<file path="config.mk">
export PLATFORM = sky130hd
export DESIGN_NAME = writeback_stage_flat
export DESIGN_NICKNAME = d
export VERILOG_FILES = /design/src/rtl/core_pkg.sv /design/src/rtl/writeback_stage_if.sv /design/src/rtl/wb_src_bypass.sv /design/src/rtl/writeback_stage.sv /design/src/flat_wrapper.sv
export SDC_FILE = /design/constraint.sdc
export NUM_CORES = 1
export LEC_CHECK = 0
export ABC_CLOCK_PERIOD_IN_PS = 3300
export CAP_MARGIN = 5
export CORE_AREA = 2 2 107 89
export CTS_BUF_LIST = sky130_fd_sc_hd__clkbuf_4 sky130_fd_sc_hd__clkbuf_8 sky130_fd_sc_hd__clkbuf_16
export DETAILED_ROUTE_END_ITERATION = 6
export DIE_AREA = 0 0 109 91
export PLACE_DENSITY = 0.84
export SYNTH_ARGS = -nofsm -noshare
export SYNTH_HDL_FRONTEND = slang
export SYNTH_SLANG_ARGS = --single-unit
</file>
<file path="constraint.sdc">
create_clock -name clk -period 3.3 [get_ports clk]
set_input_delay 0.495 -clock clk [delete_from_list [all_inputs] [get_ports clk]]
set_output_delay 0.495 -clock clk [all_outputs]
set_load 0.1 [all_outputs]
</file>
<file path="src/rtl/core_pkg.sv">
// Shared definitions for the 16-bit RISC core: datapath widths, writeback
// source encoding and the hardwired-zero register index.
package core_pkg;
  localparam int DATA_W       = 16;
  localparam int REG_AW       = 4;
  localparam int NUM_RD_PORTS = 2;

  typedef enum logic [1:0] {
    WB_ALU  = 2'b00,
    WB_LOAD = 2'b01,
    WB_PC2  = 2'b10
  } wb_sel_e;

  localparam logic [REG_AW-1:0] REG_ZERO = '0;
endpackage

</file>
<file path="src/rtl/writeback_stage_if.sv">
// MEM -> WB instruction bus; the MEM stage is the master, writeback the slave.
interface writeback_stage_if #(
  parameter int DATA_W = core_pkg::DATA_W,
  parameter int REG_AW = core_pkg::REG_AW
);
  logic              mem_valid;
  logic [DATA_W-1:0] mem_alu_result;
  logic [DATA_W-1:0] mem_load_data;
  logic [DATA_W-1:0] mem_pc_plus2;
  logic [REG_AW-1:0] mem_dst_reg;
  logic              mem_reg_write;
  logic [1:0]        mem_wb_sel;
  logic              mem_halt;

  modport master (
    output mem_valid, mem_alu_result, mem_load_data, mem_pc_plus2,
           mem_dst_reg, mem_reg_write, mem_wb_sel, mem_halt
  );
  modport slave (
    input  mem_valid, mem_alu_result, mem_load_data, mem_pc_plus2,
           mem_dst_reg, mem_reg_write, mem_wb_sel, mem_halt
  );
endinterface

</file>
<file path="src/rtl/wb_src_bypass.sv">
// Write-through forwarding for one decode read port: a read of the register
// being written this cycle sees the new value instead of the stale RF data.
module wb_src_bypass #(
  parameter int DATA_W = 16,
  parameter int REG_AW = 4
) (
  input  logic              wr_en,
  input  logic [REG_AW-1:0] wr_reg,
  input  logic [DATA_W-1:0] wr_data,
  input  logic [REG_AW-1:0] rd_reg,
  input  logic [DATA_W-1:0] rf_data,
  output logic [DATA_W-1:0] rd_data
);
  // wr_en is never high for R0, so R0 reads always come from the RF.
  assign rd_data = (wr_en && (rd_reg == wr_reg)) ? wr_data : rf_data;
endmodule

</file>
<file path="src/rtl/writeback_stage.sv">
// MEM/WB pipeline register, writeback select, RF write port with decode-side
// bypass, halt retirement and a saturating retired-instruction counter.
module writeback_stage
  import core_pkg::*;
#(
  parameter int DATA_W = core_pkg::DATA_W,
  parameter int REG_AW = core_pkg::REG_AW
) (
  input  logic                clk,
  input  logic                rst_n,
  writeback_stage_if.slave    mem,
  input  logic                stall,
  input  logic                flush,
  input  logic [REG_AW-1:0]   id_src_reg1,
  input  logic [REG_AW-1:0]   id_src_reg2,
  input  logic [DATA_W-1:0]   rf_src_data1,
  input  logic [DATA_W-1:0]   rf_src_data2,
  output logic [REG_AW-1:0]   wb_dst_reg,
  output logic [DATA_W-1:0]   wb_dst_data,
  output logic                wb_write_reg,
  output logic [DATA_W-1:0]   id_src_data1,
  output logic [DATA_W-1:0]   id_src_data2,
  output logic                halted,
  output logic [15:0]         retired_count
);
  typedef struct packed {
    logic [DATA_W-1:0] alu;
    logic [DATA_W-1:0] load;
    logic [DATA_W-1:0] pc2;
    logic [REG_AW-1:0] dst;
    logic              reg_write;
    logic [1:0]        sel;
    logic              halt;
  } wb_req_t;

  wb_req_t     wb_q, wb_d;
  logic        wb_valid_q, wb_valid_d;
  logic        committed_q, committed_d;
  logic        halted_q, halted_d;
  logic [15:0] retired_count_q, retired_count_d;
  logic        retire, halt_now;

  always_ff @(posedge clk or negedge rst_n) begin
    if (!rst_n) begin
      wb_q            <= '0;
      wb_valid_q      <= 1'b0;
      committed_q     <= 1'b0;
      halted_q        <= 1'b0;
      retired_count_q <= '0;
    end else begin
      wb_q            <= wb_d;
      wb_valid_q      <= wb_valid_d;
      committed_q     <= committed_d;
      halted_q        <= halted_d;
      retired_count_q <= retired_count_d;
    end
  end

  always_comb begin
    retire          = wb_valid_q & ~committed_q;
    // A retiring HLT already blocks the instruction behind it at the same edge.
    halt_now        = halted_q | (retire & wb_q.halt);
    wb_d            = wb_q;
    wb_valid_d      = wb_valid_q;
    committed_d     = committed_q;
    halted_d        = halt_now;
    retired_count_d = retired_count_q;
    if (retire && (retired_count_q != 16'hFFFF))
      retired_count_d = retired_count_q + 16'd1;

    if (flush || halt_now) begin
      wb_valid_d  = 1'b0;
      committed_d = 1'b0;
    end else if (stall) begin
      committed_d = committed_q | wb_valid_q;
    end else begin
      wb_d.alu       = mem.mem_alu_result;
      wb_d.load      = mem.mem_load_data;
      wb_d.pc2       = mem.mem_pc_plus2;
      wb_d.dst       = mem.mem_dst_reg;
      wb_d.reg_write = mem.mem_reg_write;
      wb_d.sel       = mem.mem_wb_sel;
      wb_d.halt      = mem.mem_halt;
      wb_valid_d     = mem.mem_valid;
      committed_d    = 1'b0;
    end
  end

  always_comb begin
    case (wb_q.sel)
      WB_LOAD: wb_dst_data = wb_q.load;
      WB_PC2:  wb_dst_data = wb_q.pc2;
      default: wb_dst_data = wb_q.alu;
    endcase
  end

  assign wb_dst_reg    = wb_q.dst;
  assign wb_write_reg  = wb_valid_q & wb_q.reg_write & (wb_q.dst != REG_ZERO) & ~committed_q;
  assign halted        = halted_q;
  assign retired_count = retired_count_q;

  logic [NUM_RD_PORTS-1:0][REG_AW-1:0] rd_reg;
  logic [NUM_RD_PORTS-1:0][DATA_W-1:0] rd_rf, rd_id;

  assign rd_reg = {id_src_reg2, id_src_reg1};
  assign rd_rf  = {rf_src_data2, rf_src_data1};
  assign id_src_data1 = rd_id[0];
  assign id_src_data2 = rd_id[1];

  for (genvar g = 0; g < NUM_RD_PORTS; g++) begin : g_byp
    wb_src_bypass #(.DATA_W(DATA_W), .REG_AW(REG_AW)) u_byp (
      .wr_en   (wb_write_reg),
      .wr_reg  (wb_q.dst),
      .wr_data (wb_dst_data),
      .rd_reg  (rd_reg[g]),
      .rf_data (rd_rf[g]),
      .rd_data (rd_id[g])
    );
  end
endmodule

</file>
<file path="src/flat_wrapper.sv">
// flat-port wrapper written by rule: the top's interface ports become plain ports
module writeback_stage_flat import core_pkg::*;
#(
  parameter int DATA_W = core_pkg::DATA_W,
  parameter int REG_AW = core_pkg::REG_AW
)
  (clk, rst_n, stall, flush, id_src_reg1, id_src_reg2, rf_src_data1, rf_src_data2, wb_dst_reg, wb_dst_data, wb_write_reg, id_src_data1, id_src_data2, halted, retired_count, mem_mem_valid, mem_mem_alu_result, mem_mem_load_data, mem_mem_pc_plus2, mem_mem_dst_reg, mem_mem_reg_write, mem_mem_wb_sel, mem_mem_halt);
  writeback_stage_if #(.DATA_W(DATA_W), .REG_AW(REG_AW)) mem_i ();
  input  logic clk;
  input  logic rst_n;
  input  logic stall;
  input  logic flush;
  input  logic [REG_AW-1:0] id_src_reg1;
  input  logic [REG_AW-1:0] id_src_reg2;
  input  logic [DATA_W-1:0] rf_src_data1;
  input  logic [DATA_W-1:0] rf_src_data2;
  output logic [REG_AW-1:0] wb_dst_reg;
  output logic [DATA_W-1:0] wb_dst_data;
  output logic wb_write_reg;
  output logic [DATA_W-1:0] id_src_data1;
  output logic [DATA_W-1:0] id_src_data2;
  output logic halted;
  output logic [15:0] retired_count;
  input wire logic [$bits(mem_i.mem_valid)-1:0] mem_mem_valid;
  input wire logic [$bits(mem_i.mem_alu_result)-1:0] mem_mem_alu_result;
  input wire logic [$bits(mem_i.mem_load_data)-1:0] mem_mem_load_data;
  input wire logic [$bits(mem_i.mem_pc_plus2)-1:0] mem_mem_pc_plus2;
  input wire logic [$bits(mem_i.mem_dst_reg)-1:0] mem_mem_dst_reg;
  input wire logic [$bits(mem_i.mem_reg_write)-1:0] mem_mem_reg_write;
  input wire logic [$bits(mem_i.mem_wb_sel)-1:0] mem_mem_wb_sel;
  input wire logic [$bits(mem_i.mem_halt)-1:0] mem_mem_halt;
  assign mem_i.mem_valid = mem_mem_valid;
  assign mem_i.mem_alu_result = mem_mem_alu_result;
  assign mem_i.mem_load_data = mem_mem_load_data;
  assign mem_i.mem_pc_plus2 = mem_mem_pc_plus2;
  assign mem_i.mem_dst_reg = mem_mem_dst_reg;
  assign mem_i.mem_reg_write = mem_mem_reg_write;
  assign mem_i.mem_wb_sel = mem_mem_wb_sel;
  assign mem_i.mem_halt = mem_mem_halt;
  writeback_stage #(.DATA_W(DATA_W), .REG_AW(REG_AW)) u_core (.clk(clk), .rst_n(rst_n), .mem(mem_i), .stall(stall), .flush(flush), .id_src_reg1(id_src_reg1), .id_src_reg2(id_src_reg2), .rf_src_data1(rf_src_data1), .rf_src_data2(rf_src_data2), .wb_dst_reg(wb_dst_reg), .wb_dst_data(wb_dst_data), .wb_write_reg(wb_write_reg), .id_src_data1(id_src_data1), .id_src_data2(id_src_data2), .halted(halted), .retired_count(retired_count));
endmodule
</file>
Yosys cells after proc, flatten, opt, wreduce, memory -nomap -nowiden
Index checks and enable logic that the tools add are counted.
- flip-flop bits (word level): 75
- latch bits: 0
- RAM bits: 0
- bits in read-only memories: 0
- input port bits: 101
- logic and storage cells: 41
- memories kept: 0
- add/subtract/negate cells: 1
- multipliers: 0
- divide/modulo/power cells: 0
- magnitude comparators: 0
- eq/ne operators: 6
- shift operators: 0
- multiplexer cells: 7
- bitwise gates (word level): 10
- reduce and logical (&&, ||, !) cells: 6
- operators with widths (kind ; number):
    16-bit 2-to-1 mux ; 2
    16-bit one-hot mux with 2 select lines ; 1
    16-bit by 1-bit adder with 16-bit output (second input constant) ; 1
    16-bit inequality test (second input constant) ; 1
    4-bit == test ; 2
    1-bit bitwise AND ; 5
    1-bit 2-to-1 mux ; 4
    4-bit nonzero test ; 1
    1-bit logical AND ; 3
    1-bit inverter ; 3
    2-bit by 1-bit == test with 1-bit output (second input constant) ; 1
    2-bit == test (second input constant) ; 1
    2-bit by 1-bit inequality test with 1-bit output (second input constant) ; 1
    1-bit OR ; 2
    2-bit AND reduction ; 1
    1-bit logical OR ; 1

Logic depth before layout (Yosys ltp)
- word-level depth: 7
- depth in mapped cells: 7

By module
A second synthesis with hierarchy kept.
- cells, all modules: 325
- area total of the unflattened synthesis: 3923.8 um^2
- by module, submodules not included (module ; times used ; cells each ; area each (um^2) ; sequential area each (um^2)):
    writeback_stage ; 1 ; 273 ; 3398.3 ; 1876.8
    wb_src_bypass ; 2 ; 26 ; 262.8 ; 0.0

Worst setup path after synthesis
OpenSTA, ideal clock, no wires.
- path kind: reg-to-output
- start: reg u_core.wb_q[2] in the netlist's numbering
- end: out id_src_data1[11]
- arrival: 4.277 ns
- required time: 2.805 ns
- path slack: -1.472 ns
- cell stages (with the launch flop): 8
- path buffers: 2
- path through: dfrtp_1 > inv_1 > ha_1 > clkbuf_1 > clkbuf_1 > a22oi_1 > o21ai_0 > mux2_1
- word-level cells in the longest chain between the ends: 3
- elaborated cells between the ends (all ways): 4
- classes of those cells: 2 x eq/ne; 2 x mux
- ends and longest elaborated chain (item ; line ; source):
    start, declared ; writeback_stage.sv:36 ; wb_req_t wb_q, wb_d;
    start signal, assigned ; writeback_stage.sv:51 ; wb_q <= wb_d;
    2-bit == test or 2-bit by 1-bit == test with 1-bit output (tied branches) ; writeback_stage.sv:90 ; case (wb_q.sel)
    16-bit one-hot mux with 2 select lines * ; writeback_stage.sv:90 ;
    named net wb_dst_data[11] ; flat_wrapper.sv:18 ; output logic [DATA_W-1:0] wb_dst_data;
    16-bit 2-to-1 mux * ; wb_src_bypass.sv:15 ; assign rd_data = (wr_en && (rd_reg == wr_reg)) ? wr_data : rf_data;
    end, declared ; flat_wrapper.sv:20 ; output logic [DATA_W-1:0] id_src_data1;
Mark *: on every way through the listed nets, which the timed path passes. The rest lies on a longest branch.

Worst setup path in the final report
- start: reg u_core.wb_q, in the netlist u_core.wb_dst_reg[1]
- end: out id_src_data2[5]
- word-level cells in the longest chain between the ends: 5
- elaborated cells between the ends (all ways): 6
- classes of those cells: 1 x eq/ne; 1 x mux; 2 x bitwise; 2 x reduce/logical
- ends and longest elaborated chain (item ; line ; source):
    4-bit nonzero test ; writeback_stage.sv:98 ; assign wb_write_reg = wb_valid_q & wb_q.reg_write & (wb_q.dst != REG_ZERO) & ~committed_q;
    1-bit bitwise AND (2 in series) ; writeback_stage.sv:98 ;
    1-bit logical AND * ; wb_src_bypass.sv:15 ;
    16-bit 2-to-1 mux * ; wb_src_bypass.sv:15 ;
    end, declared ; flat_wrapper.sv:21 ; output logic [DATA_W-1:0] id_src_data2;
Mark *: on every way between the ends. The rest lies on a longest branch, timed or not.

==> metrics.md <==
| Metric | Value |
|---|---|
| Num CTS Buffers | `9` |
| Max Slew Vio Count | `0` |
| Critical R2R Launch | `u_core.wb_valid_q` |
| Worst-path fanout max | `16` |
| Clk sinks | `75` |
| CP startpoint kind | `register` |
| Die W | `109 um` |
| Cells after synthesis | `321` |
| Status | `completed` |
| Initial Utilization | `45.0%` |
| Synth top cells by count | `dfrtp_1 (75), mux2_2 (69), nand2_1 (25), a22oi_1 (16), o21ai_0 (12)` |
| R2R depth | `5` |
| WL/cell | `18.0 um` |
| Hold Path Class | `in -> async` |
| Vias per std cell | `5.22` |
| Clk_lat worst skew | `0.35 ns` |
| Ys async rst share | `100%` |
| Crit-path max cell delay | `0.53 ns` |
| Cells taking the most area after synthesis | `dfrtp_1 (47%), mux2_2 (20%), mux2_4 (3.8%)` |
| MaxCap Viol Count | `0` |
| Die Span Y | `91 um` |
| Post-CTS Setup Inserts | `0` |
| Synth Warn # | `0` |
| Power Density | `1110 nW/um^2` |
| Clock buffer depth | `2` |
| Die area | `9920 um^2` |
| Total Routing Usage GR | `22.6%` |
| Inserted Diodes | `0` |
| Clock Tree Root | `clkbuf_8` |
| Largest net degree at the start of global routing | `76` |
| Pre-Repair DR Iteration Count | `4` |
| Via count | `3148` |
| Placement Setup Slack | `0.482 ns` |
| Clk_skew | `0.00735 ns` |
| Total gr overflow | `0` |
| P&R area growth vs syn | `59.9%` |
| Max Clk Rate | `338 MHz` |
| Buf/Inv on CP | `1` |
| Tmin final | `2.96 ns` |
| Layout cell share with drive strength beyond 1 | `36.7%` |
| Max IR drop VDD | `1.06 mV` |
| Synth Flop Type | `dfrtp_1` |
| Clock transition at path regs | `0.08 ns` |
| Leakage | `0.00269 uW` |
| Rows | `31` |
| Multi-input logic area | `2000 um^2` |
| CP Cell Sequence | `or4_1 -> and3_1 -> nand2_8 -> mux2_1 -> buf_12` |
| Final Hold Vio Count | `0` |
| GP Congestion | `0.885` |
| Top-area cell type share of the netlist area | `47.3%` |
| CTS H-tree lvls | `3` |
| Cts hold-fix bufs | `0` |
| Slew @ Worst Pin | `0.995 ns` |
| Crit. End Element | `output port` |
| Antenna viol nets, final | `0` |
| Reg area | `1880 um^2` |
| Top-count cell post-synth | `dfrtp_1` |
| IO Pins | `171` |
| EDFF count, synth | `0` |
| CP max stage cell | `or4_1` |
| CP arrival | `2.47 ns` |
| Seq/Total Area, Yosys | `47.3%` |
| Tot Pwr | `7060 uW` |
| Avg Inst Size Synth | `12.3 um^2` |
| Seq cells post-synth | `75` |
| Max reg flops | `52` |
| Post-detail-place hpwl | `8120 um` |
| Initial antenna violation count | `0` |
| Cell area after placement | `6090 um^2` |
| Post-Route WL | `10800 um` |
| Final setup vio count | `0` |
| Unique cell type count in the Yosys netlist | `35` |
| Final worst setup slack | `0.338 ns` |
| DR iter-0 viols | `102` |
| Layout Nets | `587` |
| Internal reg-to-reg setup slack | `1.13 ns` |
| CTS resizes | `0` |
| Mapped Nets | `425` |
| CP delay by family, top | `simple AND/OR/NAND/NOR gates` |
| Vias in the first global route | `3452` |
| Finished Cell Area | `6340 um^2` |
| # DRC | `0` |
| CP Class | `reg -> out` |
| First-pass GRT wire length | `17400 um` |
| TritonCTS clock tree | `yes` |
| Post-synth top area cell | `dfrtp_1` |
| Post-Synthesis Cell Area | `3960 um^2` |
| CP required | `2.80 ns` |
| RSZ-0062 raised after global routing | `false` |
| IO Port Bufs | `170` |
| Slew headroom | `33.5%` |
| Tcrit/Tclk final | `89.8%` |
| FILL cells | `606` |
| R2R Path End | `u_core.wb_q[46]` |
| CORE AREA | `8800 um^2` |
[routing by layer]
| layer | track usage, % | wire length, um | up-vias |
|---|---|---|---|
| met5 | 0 | 0 | - |
| met4 | 5.56 | 96 | 0 |
| met3 | 5.03 | 632 | 9 |
| met2 | 39.6 | 5650 | 102 |
| met1 | 28.1 | 4440 | 1544 |
| li1 | - | - | 1493 |
[placed cells by master (no fill, tap or decap), drive strengths merged, types with 4 or more instances in the layout]
master and n:
a21oi 5, a22oi 16, and3 4, buf 68, clkbuf 10, clkdlybuf4s50 105, dfrtp 75, inv 6
mux2 90, nand2 27, nand3 5, nand4 6, nor2 5, nor4 4, o21ai 16, xnor2 7
xor2 10
[through the flow]
stage	util [%]	hold WS (ns)	instances	setup TNS, ns
after detailed placement	69.2	0.491	587	0
after CTS	72.0	0.316	603	0
after global routing	72.0	0.380	603	0
after floorplan	-	0.199	321	-5.01
final	72.0	0.292	603	0
after global placement	69.2	0.483	587	0
[layout make-up]
class | count | area share, %
inverters | 6 | 0.355
clock inverters | 6 | 1.80
multi-input cells | 218 | 31.6
repair buffers | 173 | 32.3
flip-flops and latches | 75 | 29.6
well taps | 115 | 2.27
clock buffers | 10 | 2.07
[worst max path at each step]
stage | from | to | depth (start not counted)
2_1_floorplan | u_core.wb_q[1] | id_src_data1[15] | 5
3_3_place_gp | id_src_reg1[3] | id_src_data1[5] | 6
3_5_place_dp | id_src_reg2[3] | id_src_data2[5] | 6
4_1_cts | u_core.wb_dst_reg[1] | id_src_data2[5] | 5
5_1_grt | u_core.wb_q[1] | id_src_data2[5] | 7
6_report | u_core.wb_dst_reg[1] | id_src_data2[5] | 5
[power breakdown]
| part | internal [uW] | switching (uW) |
|---|---|---|
| logic | 1420 | 3220 |
| clock network | 512 | 342 |
| registers | 1300 | 263 |
| total | 3230 | 3830 |
[cell families after synthesis]
logic type,after synthesis,share of synthesized area (%)
compound gates,40,6.22
buf+inv,28,4.39
fa+ha+maj,3,0.947
mux,93,27.3
simple gates,65,10.1
xor+xnor,17,3.76
flops,75,47.3
(Power assumes the default switching activity.)
